==> config.mk <==
export PLATFORM = sky130hd
export DESIGN_NAME = packet_decoder
export DESIGN_NICKNAME = d
export VERILOG_FILES = /design/src/rtl/packet_decoder.sv
export SDC_FILE = /design/constraint.sdc
export NUM_CORES = 1
export LEC_CHECK = 0
export BUFFER_PORTS_ARGS = -buffer_cell sky130_fd_sc_hd__buf_4
export CAP_MARGIN = 5
export CORE_MARGIN = 3
export CORE_UTILIZATION = 57
export DETAILED_ROUTE_END_ITERATION = 7
export PLACE_DENSITY_LB_ADDON = 0.2
export REMOVE_ABC_BUFFERS = 1
export SLEW_MARGIN = 40
export SYNTH_ARGS = -nofsm -noshare
export SYNTH_HDL_FRONTEND = slang
export SYNTH_SLANG_ARGS = --single-unit
==> constraint.sdc <==
create_clock -name clk -period 2.59 [get_ports clk]
set_input_delay 0.518 -clock clk [delete_from_list [all_inputs] [get_ports clk]]
set_output_delay 0.518 -clock clk [all_outputs]
set_load 0.01 [all_outputs]
==> src/rtl/packet_decoder.sv <==
// rtl/packet_decoder.sv - UART packet decoder with sync byte, XOR checksum and inter-byte timeout
//
// Purpose: assembles SYNC_BYTE-framed packets from a UART byte stream, checks
// the XOR checksum and presents the decoded fields as registered outputs.
//
// Ports:
//   clk, rst            - rising-edge clock, synchronous active-high reset
//   i_data              - received byte, qualified by i_rx_done_tick
//   i_rx_done_tick      - one-cycle strobe per received byte
//   o_output_pattern    - decoded output pattern (DATA_BIT)
//   o_freq_pattern      - decoded frequency pattern (DATA_BIT)
//   o_sel_out           - decoded channel select (SEL_BIT)
//   o_mode, o_stop      - decoded flags
//   o_start             - one-cycle pulse when an accepted packet has start set
//   o_done_tick         - one-cycle pulse per accepted packet
//   o_err_tick          - one-cycle pulse per checksum failure or timeout
//   o_err_cnt           - saturating error count
module packet_decoder #(
  parameter int          DATA_BIT  = 16,
  parameter int          SEL_BIT   = 4,
  parameter logic [7:0]  SYNC_BYTE = 8'hA5,
  parameter int          TIMEOUT   = 1000
) (
  input  logic                clk,
  input  logic                rst,
  input  logic [7:0]          i_data,
  input  logic                i_rx_done_tick,
  output logic [DATA_BIT-1:0] o_output_pattern,
  output logic [DATA_BIT-1:0] o_freq_pattern,
  output logic [SEL_BIT-1:0]  o_sel_out,
  output logic                o_mode,
  output logic                o_stop,
  output logic                o_start,
  output logic                o_done_tick,
  output logic                o_err_tick,
  output logic [7:0]          o_err_cnt
);

  localparam int PACK_NUM = (2*DATA_BIT+3+SEL_BIT+7)/8;
  localparam int PW       = PACK_NUM*8;
  localparam int USED     = 2*DATA_BIT+3+SEL_BIT;
  localparam int CW       = $clog2(PACK_NUM+1);
  localparam int TW       = $clog2(TIMEOUT+1);

  localparam logic [CW-1:0] LAST_BYTE = CW'(PACK_NUM-1);
  // The idle cycle that would bring the counter to TIMEOUT-1 is the one that expires.
  localparam logic [TW-1:0] TO_LAST   = TW'(TIMEOUT-2);

  typedef enum logic [1:0] {S_IDLE, S_DATA, S_CHK, S_DONE} state_t;

  state_t         state;
  logic [CW-1:0]  byte_cnt;
  logic [PW-1:0]  payload;
  logic [7:0]     run_xor;
  logic [TW-1:0]  to_cnt;

  // Padding bits above the last field are deliberately never decoded.
  logic unused_bits;
  assign unused_bits = ^(payload >> USED);

  always_ff @(posedge clk) begin
    if (rst) begin
      state            <= S_IDLE;
      byte_cnt         <= '0;
      payload          <= '0;
      run_xor          <= '0;
      to_cnt           <= '0;
      o_output_pattern <= '0;
      o_freq_pattern   <= '0;
      o_sel_out        <= '0;
      o_mode           <= 1'b0;
      o_stop           <= 1'b0;
      o_start          <= 1'b0;
      o_done_tick      <= 1'b0;
      o_err_tick       <= 1'b0;
      o_err_cnt        <= '0;
    end else begin
      o_done_tick <= 1'b0;
      o_start     <= 1'b0;
      o_err_tick  <= 1'b0;

      case (state)
        // S_DONE lasts one cycle but already listens for the next sync byte.
        S_IDLE, S_DONE: begin
          state <= S_IDLE;
          if (i_rx_done_tick && i_data == SYNC_BYTE) begin
            state    <= S_DATA;
            byte_cnt <= '0;
            payload  <= '0;
            run_xor  <= '0;
            to_cnt   <= '0;
          end
        end

        S_DATA, S_CHK: begin
          if (i_rx_done_tick) begin
            to_cnt <= '0;
            if (state == S_DATA) begin
              // Bytes arrive LSB first, so each new byte enters at the top.
              payload  <= (payload >> 8) | (PW'(i_data) << (PW-8));
              run_xor  <= run_xor ^ i_data;
              byte_cnt <= byte_cnt + 1'b1;
              if (byte_cnt == LAST_BYTE) state <= S_CHK;
            end else if (i_data == run_xor) begin
              state            <= S_DONE;
              o_output_pattern <= payload[DATA_BIT-1:0];
              o_freq_pattern   <= payload[2*DATA_BIT-1:DATA_BIT];
              o_start          <= payload[2*DATA_BIT];
              o_stop           <= payload[2*DATA_BIT+1];
              o_mode           <= payload[2*DATA_BIT+2];
              o_sel_out        <= payload[2*DATA_BIT+3 +: SEL_BIT];
              o_done_tick      <= 1'b1;
            end else begin
              state      <= S_IDLE;
              o_err_tick <= 1'b1;
              if (o_err_cnt != 8'hFF) o_err_cnt <= o_err_cnt + 1'b1;
            end
          end else if (to_cnt == TO_LAST) begin
            state      <= S_IDLE;
            o_err_tick <= 1'b1;
            if (o_err_cnt != 8'hFF) o_err_cnt <= o_err_cnt + 1'b1;
          end else begin
            to_cnt <= to_cnt + 1'b1;
          end
        end

        default: state <= S_IDLE;
      endcase
    end
  end

endmodule

## Word-level counts from Yosys, hierarchy flattened

Index checks and enable logic that the tools add are counted.

- Register bits: 112
- Input bits: 11
- Output and inout port bits: 49
- Logic and storage cells: 85

- Add/sub/neg operators: 3
- Eq/ne operators: 16
- Multiplexer cells: 33
- Bitwise logic cells: 6
- Reduce and logical (&&, ||, !) cells: 13

Operators with widths:

| operator | count |
|---|---|
| 40-bit two-way mux | 3 |
| 40-bit case mux with 2 select lines | 1 |
| 8-bit two-way mux | 8 |
| 32-bit by 40-bit OR with 40-bit output | 1 |
| 10-bit two-way mux | 3 |
| 10-bit case mux with 2 select lines | 1 |
| 8-bit case mux with 2 select lines | 1 |
| 10-bit by 1-bit adder with 10-bit output, second input constant | 1 |
| 10-bit == test, second input constant | 1 |
| 2-bit two-way mux | 5 |
| 2-bit != test, second input constant | 5 |
| 3-bit two-way mux | 3 |
| 8-bit by 1-bit adder with 8-bit output, second input constant | 1 |
| 8-bit == test | 1 |
| 8-bit == test, second input constant | 1 |
| 8-bit != test, second input constant | 1 |
| 4-bit AND reduction | 2 |
| 8-bit XOR | 1 |
| 1-bit two-way mux | 6 |
| 3-bit != test, second input constant | 2 |
| 3-bit case mux with 2 select lines | 1 |
| 2-bit OR reduction | 3 |
| 5-bit OR reduction | 1 |
| 2-bit == test, second input constant | 2 |
| other kinds (12) | 16 |

## Depth between registers and ports, before layout

Gate-level depths: netlist (run 1).

- Depth in word-level cells: 5
- Depth in mapped cells: 11
- Gate-level depth less buffers: 7

## Worst setup path before layout (run 1)

OpenSTA, ideal clock, no wires.

- Kind: reg-to-reg
- Start: register state[0]
- End: register o_freq_pattern[0]
- Library setup time: 0.128 ns
- Arrival time: 2.027 ns
- Data required time: 2.462 ns
- Path slack: 0.436 ns
- Cell stages (with the launch flop): 12
- Buffers on the path: 4
- Period minus slack after synthesis: 2.154 ns
- Path through: dfxtp_1 inv_1 ha_1 clkbuf_1 nor2b_1 nand2b_1 or4_1 clkbuf_1 buf_6 buf_6 mux2i_1 nor2_1

- Word-level cells in the longest chain between the ends: 3
- Elaborated cells on any way between the ends: 5
- Classes of those cells: eq/ne: 2; bitwise: 1; reduce/logical: 2

RTL lines:

| element | RTL line | source |
|---|---|---|
| from (decl) | 51 | `state_t state;` |
| from (signal assigned) | 63 | `state <= S_IDLE;` |
| from (signal assigned) | 85 | `state <= S_IDLE;` |
| from (signal assigned) | 87 | `state <= S_DATA;` |
| 2-bit by 1-bit == test with 1-bit output or 2-bit == test (tied branches) | 82, 98 |  |
| 2-bit OR reduction or 1-bit inverter (tied branches) | - |  |
| 4-bit AND reduction (no line) (*) | - |  |
| to (signal assigned) | 107 | `o_freq_pattern <= payload[2*DATA_BIT-1:DATA_BIT];` |
| to (decl) | 29 | `output logic [DATA_BIT-1:0] o_freq_pattern,` |

Every way passes the cells marked *; elsewhere a longest branch is shown, timed or not.
A chain may end at the register's enable or synchronous reset.

## Worst setup path in the final report (run 1)

- Start: register state[0]
- End: register o_err_cnt[3]

- Word-level cells in the longest chain between the ends: 3
- Elaborated cells on any way between the ends: 5
- Classes of those cells: eq/ne: 3; reduce/logical: 2

RTL lines:

| element | RTL line | source |
|---|---|---|
| 2-bit by 1-bit == test with 1-bit output or 2-bit == test (tied branches) | 82, 98 |  |
| 2-bit != test (no line) or 2-bit OR reduction (tied branches) | - |  |
| 4-bit AND reduction (no line) (*) | - |  |
| to (signal assigned) | 116 | `if (o_err_cnt != 8'hFF) o_err_cnt <= o_err_cnt + 1'b1;` |
| to (signal assigned) | 121 | `if (o_err_cnt != 8'hFF) o_err_cnt <= o_err_cnt + 1'b1;` |
| to (decl) | 36 | `output logic [7:0] o_err_cnt` |

Marks and branches as above.

==> results of run 1 <==
-- report_power, final --
part           total (mW)  internal (mW)  switching (mW)  leakage, nW
combinational      0.0807         0.0254          0.0553         1.29
clock               0.985          0.389           0.596       0.0948
sequential           1.72           1.72        0.000127        0.902
total                2.79           2.13           0.652         2.28
-- final cells by class --
| type | count | area [sq um] | area share, % |
|---|---|---|---|
| inverter | 9 | 33.8 | 0.627 |
| clock buffer | 10 | 138 | 2.56 |
| multi-input combinational | 374 | 2220 | 41.2 |
| timing repair buffer | 75 | 576 | 10.7 |
| sequential | 112 | 2240 | 41.6 |
| tap | 102 | 128 | 2.37 |
| clock inverter | 6 | 50.0 | 0.929 |
-- final timing paths --
path,from,to,slack (ns)
hold / removal,i_data[5],payload[37],0.46
setup / recovery,state[0],o_err_cnt[3],0.31
setup reg to reg,state[0],o_err_cnt[3],0.31
hold reg to reg,payload[0],payload[0],0.46
-- routing by layer --
layer,vias to the layer above,wire length (um),global-route usage (%)
met5,-,0,0
met4,0,138,7.71
met3,17,462,3.83
met2,97,4680,35.1
met1,1874,4330,29.1
li1,1934,-,-
-- cells by family (layout without fill, tap and decap cells) --
logic type / after synthesis / after routing / synth area share, %
AND/OR/NAND/NOR: 231 / 231 / 23.3
XOR/XNOR: 11 / 11 / 2.07
buffers and inverters: 47 / 100 / 4.27
AO/OA/AOI/OAI: 79 / 79 / 10.2
multiplexers: 46 / 46 / 10.1
flip-flops: 112 / 112 / 48.2
adder cells (fa/ha/maj): 7 / 7 / 1.88
-- cell usage after synthesis, types with 7 or more instances --
library cell | n | area share (%)
a21oi_1 | 47 | 5.1
clkbuf_1 | 27 | 2.2
dfxtp_1 | 112 | 48
ha_1 | 7 | 1.9
inv_1 | 8 | 0.65
mux2_2 | 7 | 1.7
mux2i_1 | 39 | 8.4
nand2_1 | 59 | 4.8
nand2b_1 | 8 | 1.1
nand3_1 | 53 | 5.7
nor2_1 | 67 | 5.4
nor2b_1 | 12 | 1.6
-- state kept, by name, indices dropped and copies added (netlist names) --
signal,count
o_stop,1
o_err_cnt,8
byte_cnt,3
state,2
o_mode,1
run_xor,8
o_sel_out,4
o_output_pattern,16
payload,40
o_err_tick,1
to_cnt,10
o_start,1
o_freq_pattern,16
o_done_tick,1
-- metrics by stage --
step | total power, mW | TNS [ns] | worst slack, ns | util [%] | hold slack, ns
6_report | 2.79 | 0 | 0.314 | 69.0 | 0.457
5_1_grt | 2.90 | 0 | 0.194 | 69.0 | 0.439
4_1_cts | 2.81 | 0 | 0.362 | 69.0 | 0.439
3_5_place_dp | 1.84 | 0 | 0.299 | 66.6 | 0.445
3_3_place_gp | 1.84 | 0 | 0.346 | 66.6 | 0.441
2_1_floorplan | 1.78 | -6.53 | -0.166 | - | 0.425
-- worst max-delay path, cell delays in order, from the launching register on --
cell	delay, ns
dfxtp_1	0.38
inv_1	0.05
ha_1	0.30
buf_4	0.21
inv_2	0.25
o21ai_1	0.26
a211oi_1	0.35
mux2_2	0.38
==> summary.md, run 1 <==
| Metric | Value |
|---|---|
| Buffers on Ports | 59 |
| LEAKAGE | 2.28 nW |
| GRT Total Usage | approximately 22% |
| Cells after synthesis | about 530 |
| Row count | 32 |
| Initial Util | between 50% and 60% |
| Fin crit share | a little under 90% |
| Placed inst area | roughly 5200 sq um |
| Unrepaired setup endpoints after global routing | no |
| Synth Warn # | 0 |
| Worst-path fanout max | 17 |
| DR WL/cell | 14.0 um |
| Depth of the worst hold-timing path | 3 |
| CP arrival | between 2 and 3 ns |
| Required @ worst endpoint | around 2.9 ns |
| Count of final max-slew check failures | 0 |
| Post-CTS resize count | 0 |
| Non-Filler Instances | 688 |
| Achievable frequency | approximately 0.44 GHz |
| Die ar. | around 9300 sq um |
| Worst R2R Path Depth | 7 |
| DRT iter0 DRCs | roughly 230 |
| GRT Residual Overflow | 0 |
| Share of cells above drive strength 1 | between 10% and 20% |
| Layout Skew | 0.0136 ns |
| Layout fillers | between 600 and 700 |
| Count of cell types in the netlist | 46 |
| Hold_buf cts | 0 |
| Seq cells post-synth | 112 |
| Detailed Routing Iterations Pass 1 | 5 |
| DRT antenna net count | 0 |
| Sequential share of the synthesized area | between 40% and 50% |
| Cell Count Post-Placement | roughly 670 |
| Post-synth EDFFs | 0 |
| # diodes | 0 |
| Worst-Margin Slew | about 0.52 ns |
| Post-CTS setup repair buffer count | 0 |
| Commonest non-fill, non-tap cell in the layout | dfxtp_1 |
| Dpl hpwl | 6620 um |
| Area of the core | 7810 sq um |
| Antenna violations before repair | 0 |
| Clock Tree Root | clkbuf_8 |
| Max Cap Viol | 0 |
| Num CTS Buffers | 9 |
| Worst slew margin | between 60% and 70% |
| Synthesized area per cell | between 8 and 9 sq um |
| Critical path type | reg2reg |
| Pin count of the biggest net entering global routing | 51 |
| Post-route DRC | 0 |
| Die Span Y | just under 100 um |
| Worst-path clk slew | approximately 0.11 ns |
| CP endpoint kind | flop |
| Setup crit start kind | flop |
| Wirelength, routed | between 9000 and 10000 um |
| TritonCTS clock tree | done |
| Asr flop ratio synth | 0% |
| Synth Flop Type | dfxtp_1 |
| Routed vias | slightly below 4k |
| Clk_lat worst skew | 0.37 ns |
| Num Clock Sinks | between 100 and 150 |
| Commonest cells after routing, fill and taps aside | 112 x dfxtp_1, 74 x buf_4, 67 x nor2_1, 59 x nand2_1, 53 x nand3_1 |
| Global-route wire length before repair | about 16000 um |
| P per Cell Area | slightly above 500 nW/um^2 |
| Status | finished, final reports clean |
| Cell area after synthesis | 4650 sq um |
| Area delta synth->final | 15.7% |
| Number of vias per cell | approximately 5.7 |
| Hold Fails Final Rpt | 0 |
| Gp weighted congestion | roughly 0.87 |
| Worst vdd ir | 0.252 mV |
| Post-layout instance area | 5390 sq um |
| Final net count | about 600 |
| Worst hold path class | in2reg |
| Vias in the first global route | about 3.5k |
| Clock buffer depth | 2 |
| H-tree Lvls | 3 |
| Finish-stage setup viols | 0 |
| Die X | a little under 100 um |
| Final Critical Period | between 2 and 2.5 ns |
| Num ports | 60 |
(Power assumes the default switching activity.)
==> run 2: changes to the inputs <==
--- a/config.mk
+++ b/config.mk
@@ -5,13 +5,17 @@
 export SDC_FILE = /design/constraint.sdc
 export NUM_CORES = 1
 export LEC_CHECK = 0
+export ABC_AREA = 1
 export BUFFER_PORTS_ARGS = -buffer_cell sky130_fd_sc_hd__buf_4
 export CAP_MARGIN = 5
+export CELL_PAD_IN_SITES_DETAIL_PLACEMENT = 2
+export CELL_PAD_IN_SITES_GLOBAL_PLACEMENT = 2
 export CORE_MARGIN = 3
-export CORE_UTILIZATION = 57
+export CORE_UTILIZATION = 33
 export DETAILED_ROUTE_END_ITERATION = 7
 export PLACE_DENSITY_LB_ADDON = 0.2
 export REMOVE_ABC_BUFFERS = 1
+export SETUP_SLACK_MARGIN = 0.2
 export SLEW_MARGIN = 40
 export SYNTH_ARGS = -nofsm -noshare
 export SYNTH_HDL_FRONTEND = slang
==> summary.md, run 2 <==
| Metric | Value |
|---|---|
| P_int | 2.50 mW |
| DRT antenna net count | 0 |
| Pin count of the biggest net entering global routing | 46 |
| Most frequent cell after synthesis | nand2_1 |
| Worst slew margin | 65.7% |
| Die Span Y | approximately 130 um |
| Seq. cell area | between 2000 and 2500 sq um |
| Cell accounting for the most synthesized area | dfxtp_1 |
| Layout Skew | 0.00963 ns |
| Row count | 43 |
| Hold Startpoint | i_data[5] |
| CP peak stage delay | 0.47 ns |
| Tot Pwr | roughly 3.2 mW |
| DRT iter0 DRCs | ~230 |
| Synthesized area per cell | 7.44 sq um |
| Worst-path clk slew | about 0.07 ns |
| P per Cell Area | between 500 and 600 nW/um^2 |
| Num CTS Buffers | 9 |
| Worst-Margin Slew | between 0.5 and 0.6 ns |
| DR WL/cell | ~17 um |
| Clock share of power | between 40% and 50% |
| Area of the core | ~14000 sq um |
| Achievable frequency | 0.481 GHz |
| Worst hold path class | in2reg |
| Buffers on Ports | 59 |
| Num Clock Sinks | approximately 110 |
| Worst R2R Path Depth | 6 |
| R2R setup slack | slightly above 0.5 ns |
| H-tree Lvls | 3 |
| Post-synth EDFFs | 0 |
| Worst vdd ir | roughly 0.36 mV |
| Final Critical Period | a little over 2 ns |
| Unrepaired setup endpoints after global routing | no |
| Finish-stage setup viols | 0 |
| Clock buffer depth | 2 |
| CP startpoint | state[0] |
| Post-Place Setup Slack | ~0.26 ns |
| Area contributors post-synth | dfxtp_1 47%, nand2_1 11%, nand4_1 7.0% |
| Share of cells above drive strength 1 | ~15% |
| Non-Filler Instances | around 880 |
| Most flop-heavy register | payload |
| Area delta synth->final | 18.0% |
| Gp weighted congestion | 0.760 |
| Synth top area share | ~47% |
| Cells after synthesis | approximately 650 |
| Wirelength, routed | about 15000 um |
| Die X | between 100 and 150 um |
| Fin Hold WS | 0.440 ns |
| Crit path buffers/inverters | 1 |
| Sequential share of the synthesized area | between 40% and 50% |
| Worst R2R Start | state[0] |
| WP depth | 6 |
| Max Cap Viol | 0 |
| Initial Util | approximately a third |
| Commonest cells after routing, fill and taps aside | 143 x nand2_1, 112 x dfxtp_1, 71 x buf_4, 69 x nor2_1, 65 x inv_1 |
| Synth Warn # | 0 |
| Clock Tree Root | clkbuf_16 |
| GRT Total Usage | around 20% |
| Vias in the first global route | 5027 |
| Fin crit share | roughly 80% |
| Worst path slowest cell | ha_2 |
| Number of vias per cell | 5.21 |
| Status | finished, final reports clean |
| Max reg flops | 40 |
| Post-route DRC | 0 |
| Critical path type | reg2reg |
| Num ports | 60 |
| Required @ worst endpoint | 2.86 ns |
| CP top delay family | simple AND/OR/NAND/NOR gates |
| CP endpoint kind | flop |
| Count of cell types in the netlist | 33 |
| Worst-path fanout max | 28 |
| Asr flop ratio synth | 0% |
| CP Cell Sequence | inv_1 -> ha_2 -> o21ai_4 -> nand2_4 -> nand2_2 -> a22oi_1 |
| Cell area after synthesis | roughly 4800 sq um |
| Switching power | between 0.7 and 0.8 mW |
| Sw frac | approximately 23% |
| Layout fillers | about 1.7k |
| Commonest non-fill, non-tap cell in the layout | nand2_1 |
| Clk_lat worst skew | ~0.36 ns |
| Critical path capture point | payload[16] |
| Multi-input logic area | 2100 sq um |
| LEAKAGE | 2.23 nW |
| Setup crit start kind | flop |
| Final WS setup | ~0.51 ns |
| Routed vias | 4573 |
| Seq cells post-synth | roughly 110 |
| # diodes | 0 |
| TritonCTS clock tree | done |
| CP arrival | 2.34 ns |
| Global-route wire length before repair | 25600 um |
| Cell Count Post-Placement | 863 |
| Antenna violations before repair | 0 |
| Detailed Routing Iterations Pass 1 | 5 |
| Post-layout instance area | roughly 5700 sq um |
| Reg2reg end | payload[16] |
| GRT Residual Overflow | 0 |
| Placed inst area | between 5000 and 6000 sq um |
| Top Registers | payload: 40 flops, o_freq_pattern: 16 flops, o_output_pattern: 16 flops |
| Logic pwr share | ~3.6% |
| Count of final max-slew check failures | 0 |
| Synth Flop Type | dfxtp_1 |
| Hold Fails Final Rpt | 0 |
| Final net count | 712 |
| Commonest cells post-synth | 143 x nand2_1, 112 x dfxtp_1, 70 x nor2_1, 65 x inv_1, 62 x a21oi_1 |
| Die ar. | between 15000 and 20000 sq um |
| Sequential power share | between 50% and 60% |
| Dpl hpwl | between 10000 and 15000 um |
## run 2: cell types whose count changed in the layout (fill, tap and decap cells not counted), moves of 15 or more
| cell | before | now |
|---|---|---|
| a21oi_1 | 47 | 62 |
| nand3_1 | 53 | 20 |
| nand4_1 | 6 | 54 |
| inv_1 | 8 | 65 |
| mux2i_1 | 39 | 0 |
| nand2_1 | 59 | 143 |
| o21ai_1 | 1 | 16 |
## run 2: timing repair
action | 4_1_cts | 5_1_grt
setup endpoints to repair | 0 | 25
setup buffers | 0 | 0
hold buffers | 0 | 0
hold endpoints to repair | 0 | 0
resized for setup | 0 | 3
## run 2: area by class of cell
class / instances / share of cell area (%)
clock buffer: 12 / 4.16
clock inverter: 3 / 0.770
inverter: 72 / 4.82
multi-input combinational: 426 / 37.0
sequential: 112 / 39.4
tap: 180 / 3.96
timing repair buffer: 73 / 9.92
## run 2: per-stage QoR
step	setup TNS [ns]	utilization [%]
floorplan	-24.27	-
global placement	0	38.3
detailed placement	0	38.3
CTS	0	40.3
global route	0	40.4
finish	0	40.4
## run 2: logic make-up after synthesis
| logic type | after synthesis | synth area share (%) |
|---|---|---|
| XOR/XNOR | 4 | 0.727 |
| adder cells (fa/ha/maj) | 7 | 1.82 |
| AO/OA/AOI/OAI | 114 | 13.3 |
| AND/OR/NAND/NOR | 301 | 27.7 |
| flip-flops | 112 | 46.5 |
| buffers and inverters | 110 | 9.94 |
## run 2: how the worst min path moves through the flow
stage                           to  slack [ns]  cells after the start
6_report               payload[37]        0.44                      3
3_5_place_dp   o_output_pattern[6]        0.46                      2
2_1_floorplan              o_start        0.44                      2
3_3_place_gp     o_freq_pattern[7]        0.45                      2
4_1_cts                payload[37]        0.43                      3
5_1_grt                payload[37]        0.47                      3
## run 2: worst register-to-register path: stages, from the launching register on
cell     delay [ns]
dfxtp_1        0.36
inv_1          0.07
ha_2           0.47
o21ai_4        0.11
nand2_4        0.28
nand2_2        0.41
a22oi_1        0.29
## run 2: layer usage
layer	track usage, %	part of all wire, %	vias up
met1	23.2	44	2289
met4	4.67	0.87	0
met2	36.3	52	52
met3	3.83	2.6	9
met5	0	0	-
li1	-	-	2223
## run 2: power groups by stage
stage,Clock (mW),Combinational (mW),Sequential (mW)
2_1_floorplan,0,0.0486,1.76
3_3_place_gp,0,0.112,1.76
3_5_place_dp,0,0.116,1.76
4_1_cts,1.43,0.117,1.72
5_1_grt,1.51,0.129,1.72
6_report,1.39,0.115,1.72
==> run 3: changes to the inputs <==
==> constraint.sdc (replaced) <==
create_clock -name clk -period 1.95 [get_ports clk]
set_input_delay 0.39 -clock clk [delete_from_list [all_inputs] [get_ports clk]]
set_output_delay 0.39 -clock clk [all_outputs]
set_load 0.01 [all_outputs]
==> summary.md, run 3 (same netlist as run 2, synthesis figures left out) <==
| Metric | Value |
|---|---|
| Hold Startpoint | i_data[5] |
| Share of cells above drive strength 1 | between 20% and 30% |
| Final Critical Period | between 1.5 and 2 ns |
| Die ar. | about 16000 sq um |
| Clk_lat worst skew | around 0.36 ns |
| Hold endpoint | payload[37] |
| R2R setup slack | between 0.2 and 0.3 ns |
| H-tree Lvls | 3 |
| Routed vias | ~4.7k |
| Die Span Y | between 100 and 150 um |
| Worst slew margin | 66.8% |
| DRT antenna net count | 0 |
| Num Clock Sinks | approximately 110 |
| Unrepaired setup endpoints after global routing | yes |
| Worst-Margin Slew | 0.498 ns |
| P per Cell Area | 727 nW/um^2 |
| Row count | 43 |
| Final setup TNS | 0 ns |
| GRT Residual Overflow | 0 |
| Clock share of power | roughly 44% |
| Wirelength, routed | roughly 16000 um |
| Initial Util | between 30% and 40% |
| Fin Hold WS | 0.327 ns |
| Required @ worst endpoint | between 2 and 2.5 ns |
| Buffers on Ports | 59 |
| Die X | between 100 and 150 um |
| Top Registers | payload: 40 flops, o_freq_pattern: 16 flops, o_output_pattern: 16 flops |
| Commonest cells after routing, fill and taps aside | 142 x nand2_1, 108 x dfxtp_1, 84 x buf_4, 65 x nor2_1 |
| Layout Utilization | around 43% |
| Max Cap Viol | 0 |
| Num CTS Buffers | 9 |
| Clock buffer depth | 2 |
| Num ports | 60 |
| CP peak stage delay | between 0.3 and 0.4 ns |
| Layout Skew | about 0.0094 ns |
| Reg2reg end | o_err_cnt[5] |
| Worst vdd ir | between 0.5 and 0.6 mV |
| Non-Filler Instances | about 900 |
| CP startpoint | state[0] |
| P_int | around 3.4 mW |
| Cell Count Post-Placement | 875 |
| Post-Place Setup Slack | -0.0665 ns |
| Max reg flops | 40 |
| Worst R2R Start | state[0] |
| Finish-stage setup viols | 0 |
| Worst path slowest cell | dfxtp_2 |
| Logic pwr share | between 3 and 4% |
| Worst-path fanout max | 4 |
| Status | finished, final reports clean |
| Fin crit share | slightly below 90% |
| CP endpoint kind | flop |
| Dpl hpwl | roughly 11000 um |
| Area of the core | roughly 14000 sq um |
| Gp weighted congestion | 0.780 |
| Commonest non-fill, non-tap cell in the layout | nand2_1 |
| GRT Total Usage | 20.0% |
| Sw frac | 23.1% |
| Number of vias per cell | 5.17 |
| Post-route DRC | 0 |
| Sequential power share | between 50% and 60% |
| Worst R2R Path Depth | 11 |
| Global-route wire length before repair | ~26000 um |
| Final net count | ~730 |
| Worst hold path class | in2reg |
| DR WL/cell | ~18 um |
| CP arrival | a little under 2 ns |
| Pin count of the biggest net entering global routing | 47 |
| Worst-path clk slew | about 0.080 ns |
| Area delta synth->final | 25.6% |
| Setup crit start kind | flop |
| Antenna violations before repair | 0 |
| Detailed Routing Iterations Pass 1 | 4 |
| Achievable frequency | 0.590 GHz |
| DRT iter0 DRCs | 182 |
| Most flop-heavy register | payload |
| Clock Tree Root | clkbuf_16 |
| Count of final max-slew check failures | 0 |
| Depth of the worst hold-timing path | 3 |
| Final WS setup | around 0.25 ns |
| # diodes | 0 |
| CP Cell Sequence | inv_2 -> ha_4 -> inv_6 -> nand4_1 -> nor2_2 -> inv_2 -> nor2_4 -> nand4_1 -> nand2_1 -> nand2_1 -> nor2_1 |
| TritonCTS clock tree | done |
| Vias in the first global route | between 5k and 6k |
| Hold Fails Final Rpt | 0 |
| LEAKAGE | between 2 and 2.5 nW |
| Switching power | roughly 1 mW |
| Critical path type | reg2reg |
## run 3: power groups by stage
stage | Sequential (mW) | Clock, mW | Combinational [mW]
after floorplan | 2.34 | 0 | 0.0645
final | 2.29 | 1.94 | 0.172
after CTS | 2.29 | 2.01 | 0.173
after global routing | 2.29 | 2.10 | 0.190
after detailed placement | 2.34 | 0 | 0.167
after global placement | 2.34 | 0 | 0.160
## run 3: critical path: cells and delay by family (launching register included)
kind	cells	cell delay, ns
and+or+nand+nor	7	0.85
DFF	1	0.35
adders and majority gates	1	0.25
buffers and inverters	3	0.19
## run 3: what timing repair did
action                                  4_1_cts  5_1_grt
setup buffers                                 2        6
endpoints found under the setup margin      100       63
pin swaps                                     1       10
hold buffers                                  0        0
hold endpoints to repair                      0        0
resized for setup                             9       26
## run 3: through the flow
stage / total power [mW] / instance area [sq um]
after floorplan: 2.41 / 4610
after global placement: 2.50 / 5550
after detailed placement: 2.51 / 5550
after CTS: 4.47 / 5920
after global routing: 4.58 / 6050
final: 4.40 / 6050
## run 3: layer usage
layer  vias up  wire length (um)  GRT usage (%)
met3        14               425           4.21
met5         -                 0              0
met1      2305              6770           22.9
met4         0               227           4.67
li1       2272                 -              -
met2        61              8620           37.8
## run 3: worst max path at each step
stage | end | slack, ns | cells past startpoint
after floorplan | o_freq_pattern[0] | -1.27 | 6
after global placement | o_freq_pattern[15] | 0.04 | 7
after detailed placement | o_sel_out[2] | -0.07 | 7
after CTS | o_output_pattern[6] | 0.20 | 11
after global routing | o_err_cnt[5] | 0.12 | 11
final | o_err_cnt[5] | 0.25 | 11
## run 3: layout make-up
type / instances / area (sq um)
Clock buffer: 11 / 243
Clock inverter: 5 / 63.8
Fill cell: 1632 / 8040
Inverter: 72 / 275
Multi-Input combinational cell: 426 / 2200
Sequential cell: 112 / 2250
Tap cell: 180 / 225
Timing Repair Buffer: 93 / 797
